===== config.mk =====
export PLATFORM = sky130hd
export DESIGN_NAME = dram_host_sequencer_flat
export DESIGN_NICKNAME = d
export VERILOG_FILES = /design/src/rtl/dram_host_sequencer_if.sv /design/src/rtl/dram_host_sequencer.sv /design/src/flat_wrapper.sv
export SDC_FILE = /design/constraint.sdc
export NUM_CORES = 1
export LEC_CHECK = 0
export ABC_AREA = 1
export BUFFER_PORTS_ARGS = -buffer_cell sky130_fd_sc_hd__buf_2
export CAP_MARGIN = 5
export CORE_MARGIN = 4
export CORE_UTILIZATION = 35
export DETAILED_ROUTE_END_ITERATION = 6
export GPL_ROUTABILITY_DRIVEN = 0
export SLEW_MARGIN = 20
export SYNTH_ARGS = -nofsm -noshare
export SYNTH_HDL_FRONTEND = slang
export SYNTH_SLANG_ARGS = --single-unit

===== constraint.sdc =====
create_clock -name clk -period 2.1 [get_ports clk]
set_input_delay 0.21 -clock clk [delete_from_list [all_inputs] [get_ports clk]]
set_output_delay 0.21 -clock clk [all_outputs]
set_load 0.02 [all_outputs]

===== src/rtl/dram_host_sequencer_if.sv =====
// Host-side request/response bundle of the DRAM host sequencer.
// The requester uses the master modport; the sequencer uses the slave modport.
interface dram_host_sequencer_if;
  logic        req_valid;
  logic        req_ready;
  logic        req_we;
  logic [23:0] req_addr;
  logic [15:0] req_wdata;
  logic        rsp_valid;
  logic [15:0] rsp_rdata;

  modport master (
    output req_valid,
    output req_we,
    output req_addr,
    output req_wdata,
    input  req_ready,
    input  rsp_valid,
    input  rsp_rdata
  );

  modport slave (
    input  req_valid,
    input  req_we,
    input  req_addr,
    input  req_wdata,
    output req_ready,
    output rsp_valid,
    output rsp_rdata
  );
endinterface


===== src/rtl/dram_host_sequencer.sv =====
// Converts a valid/ready single-word request stream into the SDRAM controller's fixed-timing host
// interface. Define DRAM_SEQ_SKID_EN to add a one-entry pending buffer accepted during ISSUE/WAIT.
module dram_host_sequencer #(
  parameter int INIT_WAIT  = 20100,
  parameter int WRITE_WAIT = 8,
  parameter int READ_WAIT  = 10
) (
  input  logic                        clk,
  input  logic                        rst_n,
  dram_host_sequencer_if.slave        host,
  output logic                        init_done,
  output logic [23:0]                 haddr,
  output logic [15:0]                 data_input,
  input  logic [15:0]                 data_output,
  output logic                        rd_enable,
  output logic                        wr_enable
);

  localparam int CNT_MAX_IW = (INIT_WAIT > WRITE_WAIT) ? INIT_WAIT : WRITE_WAIT;
  localparam int CNT_MAX    = (CNT_MAX_IW > READ_WAIT) ? CNT_MAX_IW : READ_WAIT;
  localparam int CNT_W      = $clog2(CNT_MAX) + 1;

  localparam logic [CNT_W-1:0] INIT_LD  = CNT_W'(INIT_WAIT - 1);
  localparam logic [CNT_W-1:0] WRITE_LD = CNT_W'(WRITE_WAIT - 1);
  localparam logic [CNT_W-1:0] READ_LD  = CNT_W'(READ_WAIT - 1);
  localparam logic [CNT_W-1:0] CNT_ONE  = CNT_W'(1);
  localparam logic [CNT_W-1:0] CNT_ZERO = '0;

  typedef enum logic [1:0] {
    S_INIT  = 2'd0,
    S_IDLE  = 2'd1,
    S_ISSUE = 2'd2,
    S_WAIT  = 2'd3
  } state_e;

  state_e             state_q;
  logic [CNT_W-1:0]   cnt_q;
  logic               op_we_q;
  logic               init_done_q;
  logic               req_ready_q;
  logic               rd_en_q;
  logic               wr_en_q;
  logic               rsp_valid_q;
  logic [23:0]        haddr_q;
  logic [15:0]        wdata_q;
  logic [15:0]        rdata_q;
  logic               accept;

`ifdef DRAM_SEQ_SKID_EN
  logic               pend_valid_q;
  logic               pend_we_q;
  logic [23:0]        pend_addr_q;
  logic [15:0]        pend_wdata_q;
`endif

  assign accept = host.req_valid && req_ready_q;

  always_ff @(posedge clk) begin
    if (!rst_n) begin
      state_q      <= S_INIT;
      cnt_q        <= INIT_LD;
      op_we_q      <= 1'b0;
      init_done_q  <= 1'b0;
      req_ready_q  <= 1'b0;
      rd_en_q      <= 1'b0;
      wr_en_q      <= 1'b0;
      rsp_valid_q  <= 1'b0;
      haddr_q      <= '0;
      wdata_q      <= '0;
      rdata_q      <= '0;
`ifdef DRAM_SEQ_SKID_EN
      pend_valid_q <= 1'b0;
`endif
    end else begin
      // Command and response strobes are single-cycle unless re-asserted below.
      rd_en_q     <= 1'b0;
      wr_en_q     <= 1'b0;
      rsp_valid_q <= 1'b0;

      case (state_q)
        S_INIT: begin
          if (cnt_q == CNT_ZERO) begin
            state_q     <= S_IDLE;
            init_done_q <= 1'b1;
            req_ready_q <= 1'b1;
          end else begin
            cnt_q <= cnt_q - CNT_ONE;
          end
        end

        S_IDLE: begin
`ifdef DRAM_SEQ_SKID_EN
          if (pend_valid_q) begin
            haddr_q      <= pend_addr_q;
            wdata_q      <= pend_wdata_q;
            op_we_q      <= pend_we_q;
            wr_en_q      <= pend_we_q;
            rd_en_q      <= !pend_we_q;
            pend_valid_q <= 1'b0;
            req_ready_q  <= 1'b1;
            state_q      <= S_ISSUE;
          end else if (accept) begin
            haddr_q <= host.req_addr;
            wdata_q <= host.req_wdata;
            op_we_q <= host.req_we;
            wr_en_q <= host.req_we;
            rd_en_q <= !host.req_we;
            state_q <= S_ISSUE;
          end
`else
          if (accept) begin
            haddr_q     <= host.req_addr;
            wdata_q     <= host.req_wdata;
            op_we_q     <= host.req_we;
            wr_en_q     <= host.req_we;
            rd_en_q     <= !host.req_we;
            req_ready_q <= 1'b0;
            state_q     <= S_ISSUE;
          end
`endif
        end

        S_ISSUE: begin
          cnt_q   <= op_we_q ? WRITE_LD : READ_LD;
          state_q <= S_WAIT;
        end

        S_WAIT: begin
          if (cnt_q == CNT_ZERO) begin
            state_q <= S_IDLE;
`ifndef DRAM_SEQ_SKID_EN
            req_ready_q <= 1'b1;
`endif
            // Read data is only guaranteed valid at this edge; capture it here.
            if (!op_we_q) begin
              rdata_q     <= data_output;
              rsp_valid_q <= 1'b1;
            end
          end else begin
            cnt_q <= cnt_q - CNT_ONE;
          end
        end

        default: begin
          state_q <= S_INIT;
          cnt_q   <= INIT_LD;
        end
      endcase

`ifdef DRAM_SEQ_SKID_EN
      // While a command is in flight, a new request parks in the pending slot.
      if (accept && (state_q != S_IDLE)) begin
        pend_valid_q <= 1'b1;
        pend_we_q    <= host.req_we;
        pend_addr_q  <= host.req_addr;
        pend_wdata_q <= host.req_wdata;
        req_ready_q  <= 1'b0;
      end
`endif
    end
  end

  assign host.req_ready = req_ready_q;
  assign host.rsp_valid = rsp_valid_q;
  assign host.rsp_rdata = rdata_q;
  assign init_done      = init_done_q;
  assign haddr          = haddr_q;
  assign data_input     = wdata_q;
  assign rd_enable      = rd_en_q;
  assign wr_enable      = wr_en_q;

endmodule

===== src/flat_wrapper.sv =====
// flat-port wrapper written by rule: the top's interface ports become plain ports
module dram_host_sequencer_flat 
#(
  parameter int INIT_WAIT  = 20100,
  parameter int WRITE_WAIT = 8,
  parameter int READ_WAIT  = 10
)
  (clk, rst_n, init_done, haddr, data_input, data_output, rd_enable, wr_enable, host_req_valid, host_req_we, host_req_addr, host_req_wdata, host_req_ready, host_rsp_valid, host_rsp_rdata);
  dram_host_sequencer_if host_i ();
  input  logic clk;
  input  logic rst_n;
  output logic init_done;
  output logic [23:0] haddr;
  output logic [15:0] data_input;
  input  logic [15:0] data_output;
  output logic rd_enable;
  output logic wr_enable;
  input wire logic [$bits(host_i.req_valid)-1:0] host_req_valid;
  input wire logic [$bits(host_i.req_we)-1:0] host_req_we;
  input wire logic [$bits(host_i.req_addr)-1:0] host_req_addr;
  input wire logic [$bits(host_i.req_wdata)-1:0] host_req_wdata;
  output wire logic [$bits(host_i.req_ready)-1:0] host_req_ready;
  output wire logic [$bits(host_i.rsp_valid)-1:0] host_rsp_valid;
  output wire logic [$bits(host_i.rsp_rdata)-1:0] host_rsp_rdata;
  assign host_i.req_valid = host_req_valid;
  assign host_i.req_we = host_req_we;
  assign host_i.req_addr = host_req_addr;
  assign host_i.req_wdata = host_req_wdata;
  assign host_req_ready = host_i.req_ready;
  assign host_rsp_valid = host_i.rsp_valid;
  assign host_rsp_rdata = host_i.rsp_rdata;
  dram_host_sequencer #(.INIT_WAIT(INIT_WAIT), .WRITE_WAIT(WRITE_WAIT), .READ_WAIT(READ_WAIT)) u_core (.clk(clk), .rst_n(rst_n), .host(host_i), .init_done(init_done), .haddr(haddr), .data_input(data_input), .data_output(data_output), .rd_enable(rd_enable), .wr_enable(wr_enable));
endmodule

==> flow_metrics.env <==
export IMPL_maxSlewViolCount=0
export IMPL_mostFrequentLayoutCells="nand2_1 (152), buf_2 (120), dfxtp_1 (80), a21oi_1 (55), nor2_1 (40)"
export IMPL_p_sw_mw=1.45
export IMPL_fin_hold_ws_ns=0.0403
export IMPL_fin_setup_tns_ns=0
export IMPL_num_io_pins=121
export IMPL_syn_area_sq_um=3340
export IMPL_final_antenna_net_count=0
export IMPL_synth_edf_count=0
export IMPL_hold_class="primary input to flop"
export IMPL_numCtsBuffers=9
export IMPL_drive_gt1_frac=0.308
export IMPL_hpwl_um=6210
export IMPL_seqPwrFrac=0.439
export IMPL_rows=35
export IMPL_clk_pin_slew_worst_paths_ns=0.08
export IMPL_crit_type="flop to flop"
export IMPL_cp_end_kind="flop"
export IMPL_power_total_mw=4.08
export IMPL_clock_path_buffers=2
export IMPL_antenna_found_initial=0
export IMPL_core_area_sq_um=9280
export IMPL_p_int_mw=2.63
export IMPL_drtIter0Drc=124
export IMPL_io_buffers=120
export IMPL_syn_inst=445
export IMPL_final_common_cell="nand2_1"
export IMPL_ys_types=28
export IMPL_crit_path_start_kind="flop"
export IMPL_grt_usage=0.152
export IMPL_start_util=0.360
export IMPL_rsz0062_at_grt="no"
export IMPL_first_pass_iters=4
export IMPL_synth_avg_cell_area_sq_um=7.52
export IMPL_fmax_mhz=567
export IMPL_clk_latency_ns=0.34
export IMPL_cts_resized=0
export IMPL_fillers=988
export IMPL_final_min_clock_period_ns=1.76
export IMPL_num_vias=3145
export IMPL_clkPwrFrac=0.264
export IMPL_path_max_fanout=18
export IMPL_p_per_area_nw_per_um2=967
export IMPL_worst_slew_margin_rel=0.642
export IMPL_setup_viol_count_final=0
export IMPL_dp_slack_ns=0.351
export IMPL_grt_pass1_wl_um=13900
export IMPL_clock_sinks=80
export IMPL_antenna_cells=0
export IMPL_vias_per_cell=4.53
export IMPL_grt_max_degree=41
export IMPL_grt_overflow=0
export IMPL_ys_ff_latch=80
export IMPL_drcViolationCount=0
export IMPL_grt_pass1_vias=3034
export IMPL_fin_nets=627
export IMPL_dieHeight_um=106
export IMPL_swShare=0.355
export IMPL_worst_pin_slew_ns=0.535
export IMPL_cts_setup_buffers=0
export IMPL_critPathRequiredTime_ns=2.38
export IMPL_tritoncts="done"
export IMPL_status="finished clean"
export IMPL_p_comb_frac=0.297
export IMPL_maxCapViolCount=0
export IMPL_die_area_sq_um=11200
export IMPL_total_leakage_power_nw=1.93
export IMPL_crit_arrival_ns=2.04
export IMPL_drt_wl_total_um=8590
export IMPL_synth_async_sr_flop_share=0
export IMPL_hold_buffers=0
export IMPL_fin_worst_skew_ns=0.00738
export IMPL_yosys_warnings=0
export IMPL_synth_seq_area_share=0.479
export IMPL_fin_util=0.455
export IMPL_peakVddDrop_uv=455
export IMPL_synth_ff_type="dfxtp_1"
export IMPL_clock_tree_root_cell="clkbuf_8"
export IMPL_h_tree_depth=3
export IMPL_syn_num_nets=511
export IMPL_area_delta_synth_final_pct=26.3
export IMPL_die_x_um=106
export IMPL_fin_ws_ns=0.338
export IMPL_post_route_period_util=0.839
export IMPL_hold_viol=0
export IMPL_wl_per_cell_um=12.4
==> state kept, by name (all words and copies together), names as in the netlist <==
| register | cells |
|---|---|
| u_core.state_q | 2 |
| u_core.rd_enable | 1 |
| u_core.op_we_q | 1 |
| u_core.haddr | 24 |
| u_core.host.req_ready | 1 |
| u_core.host.rsp_valid | 1 |
| u_core.cnt_q | 16 |
| u_core.data_input | 16 |
| u_core.wr_enable | 1 |
| u_core.host.rsp_rdata | 16 |
| u_core.init_done | 1 |
==> per-layer routing <==
| metal | up-vias | routed length (um) | GRT usage |
|---|---|---|---|
| li1 | 1644 | - | - |
| met1 | 1421 | 3750 | 0.181 |
| met2 | 70 | 4330 | 0.263 |
| met3 | 10 | 401 | 0.0416 |
| met4 | 0 | 109 | 0.0527 |
| met5 | - | 0 | 0 |
==> stage by stage <==
stage | cell area, sq um | std cells
3_3_place_gp | 4040 | 679
4_1_cts | 4220 | 694
6_report | 4220 | 694
2_1_floorplan | 3340 | 445
5_1_grt | 4220 | 694
3_5_place_dp | 4040 | 679
==> synthesized netlist by cell type (6+ instances only) <==
cell type,count,share of area
nand2_2,13,0.024
clkbuf_1,13,0.015
nand4_1,6,0.011
a21oi_1,55,0.082
a21oi_2,10,0.026
dfxtp_1,80,0.48
nor2_1,40,0.045
nand3_1,20,0.030
nand2_1,152,0.17
ha_1,6,0.022
inv_1,21,0.024
==> power by group through the flow <==
stage                     sequential (mW)  combinational (mW)  clock, mW
after floorplan                      1.83               0.897          0
after global placement               1.82                1.19          0
after detailed placement             1.83                1.21          0
after CTS                            1.79                1.21       1.12
after global routing                 1.81                1.37       1.18
final                                1.79                1.21       1.08
==> path summary, 6_finish.rpt <==
kind / cells after the start / start / end / slack, ns
max: 9 / u_core.state_q[0] / u_core.cnt_q[13] / 0.34
min: 2 / host_req_we / u_core.rd_enable / 0.04
max reg2reg: 9 / u_core.state_q[0] / u_core.cnt_q[13] / 0.34
min reg2reg: 2 / u_core.init_done / u_core.init_done / 0.45
==> layout make-up <==
type | instances | area (sq um) | share of cell area
sequential | 80 | 1600 | 0.379
timing repair buffer | 125 | 638 | 0.151
clock inverter | 3 | 43.8 | 0.0104
inverter | 23 | 92.6 | 0.0219
clock buffer | 12 | 135 | 0.0320
tap | 129 | 161 | 0.0382
multi-input combinational | 322 | 1550 | 0.367
==> critical path: stages, from the launching register on <==
cell,delay [ns]
dfxtp_1,0.39
inv_1,0.10
ha_1,0.39
inv_1,0.18
nand2_2,0.13
nand2_4,0.20
nand2_1,0.10
nand2_1,0.07
nand2_1,0.05
nor2_1,0.09
==> cells by family after synthesis <==
family,share of synthesized area
XOR/XNOR,0.0105
buffers and inverters,0.0576
AND/OR/NAND/NOR,0.303
AO/OA/AOI/OAI,0.127
flip-flops,0.479
adder cells (fa/ha/maj),0.0224
Note: power is estimated with default switching activity, not from simulation.
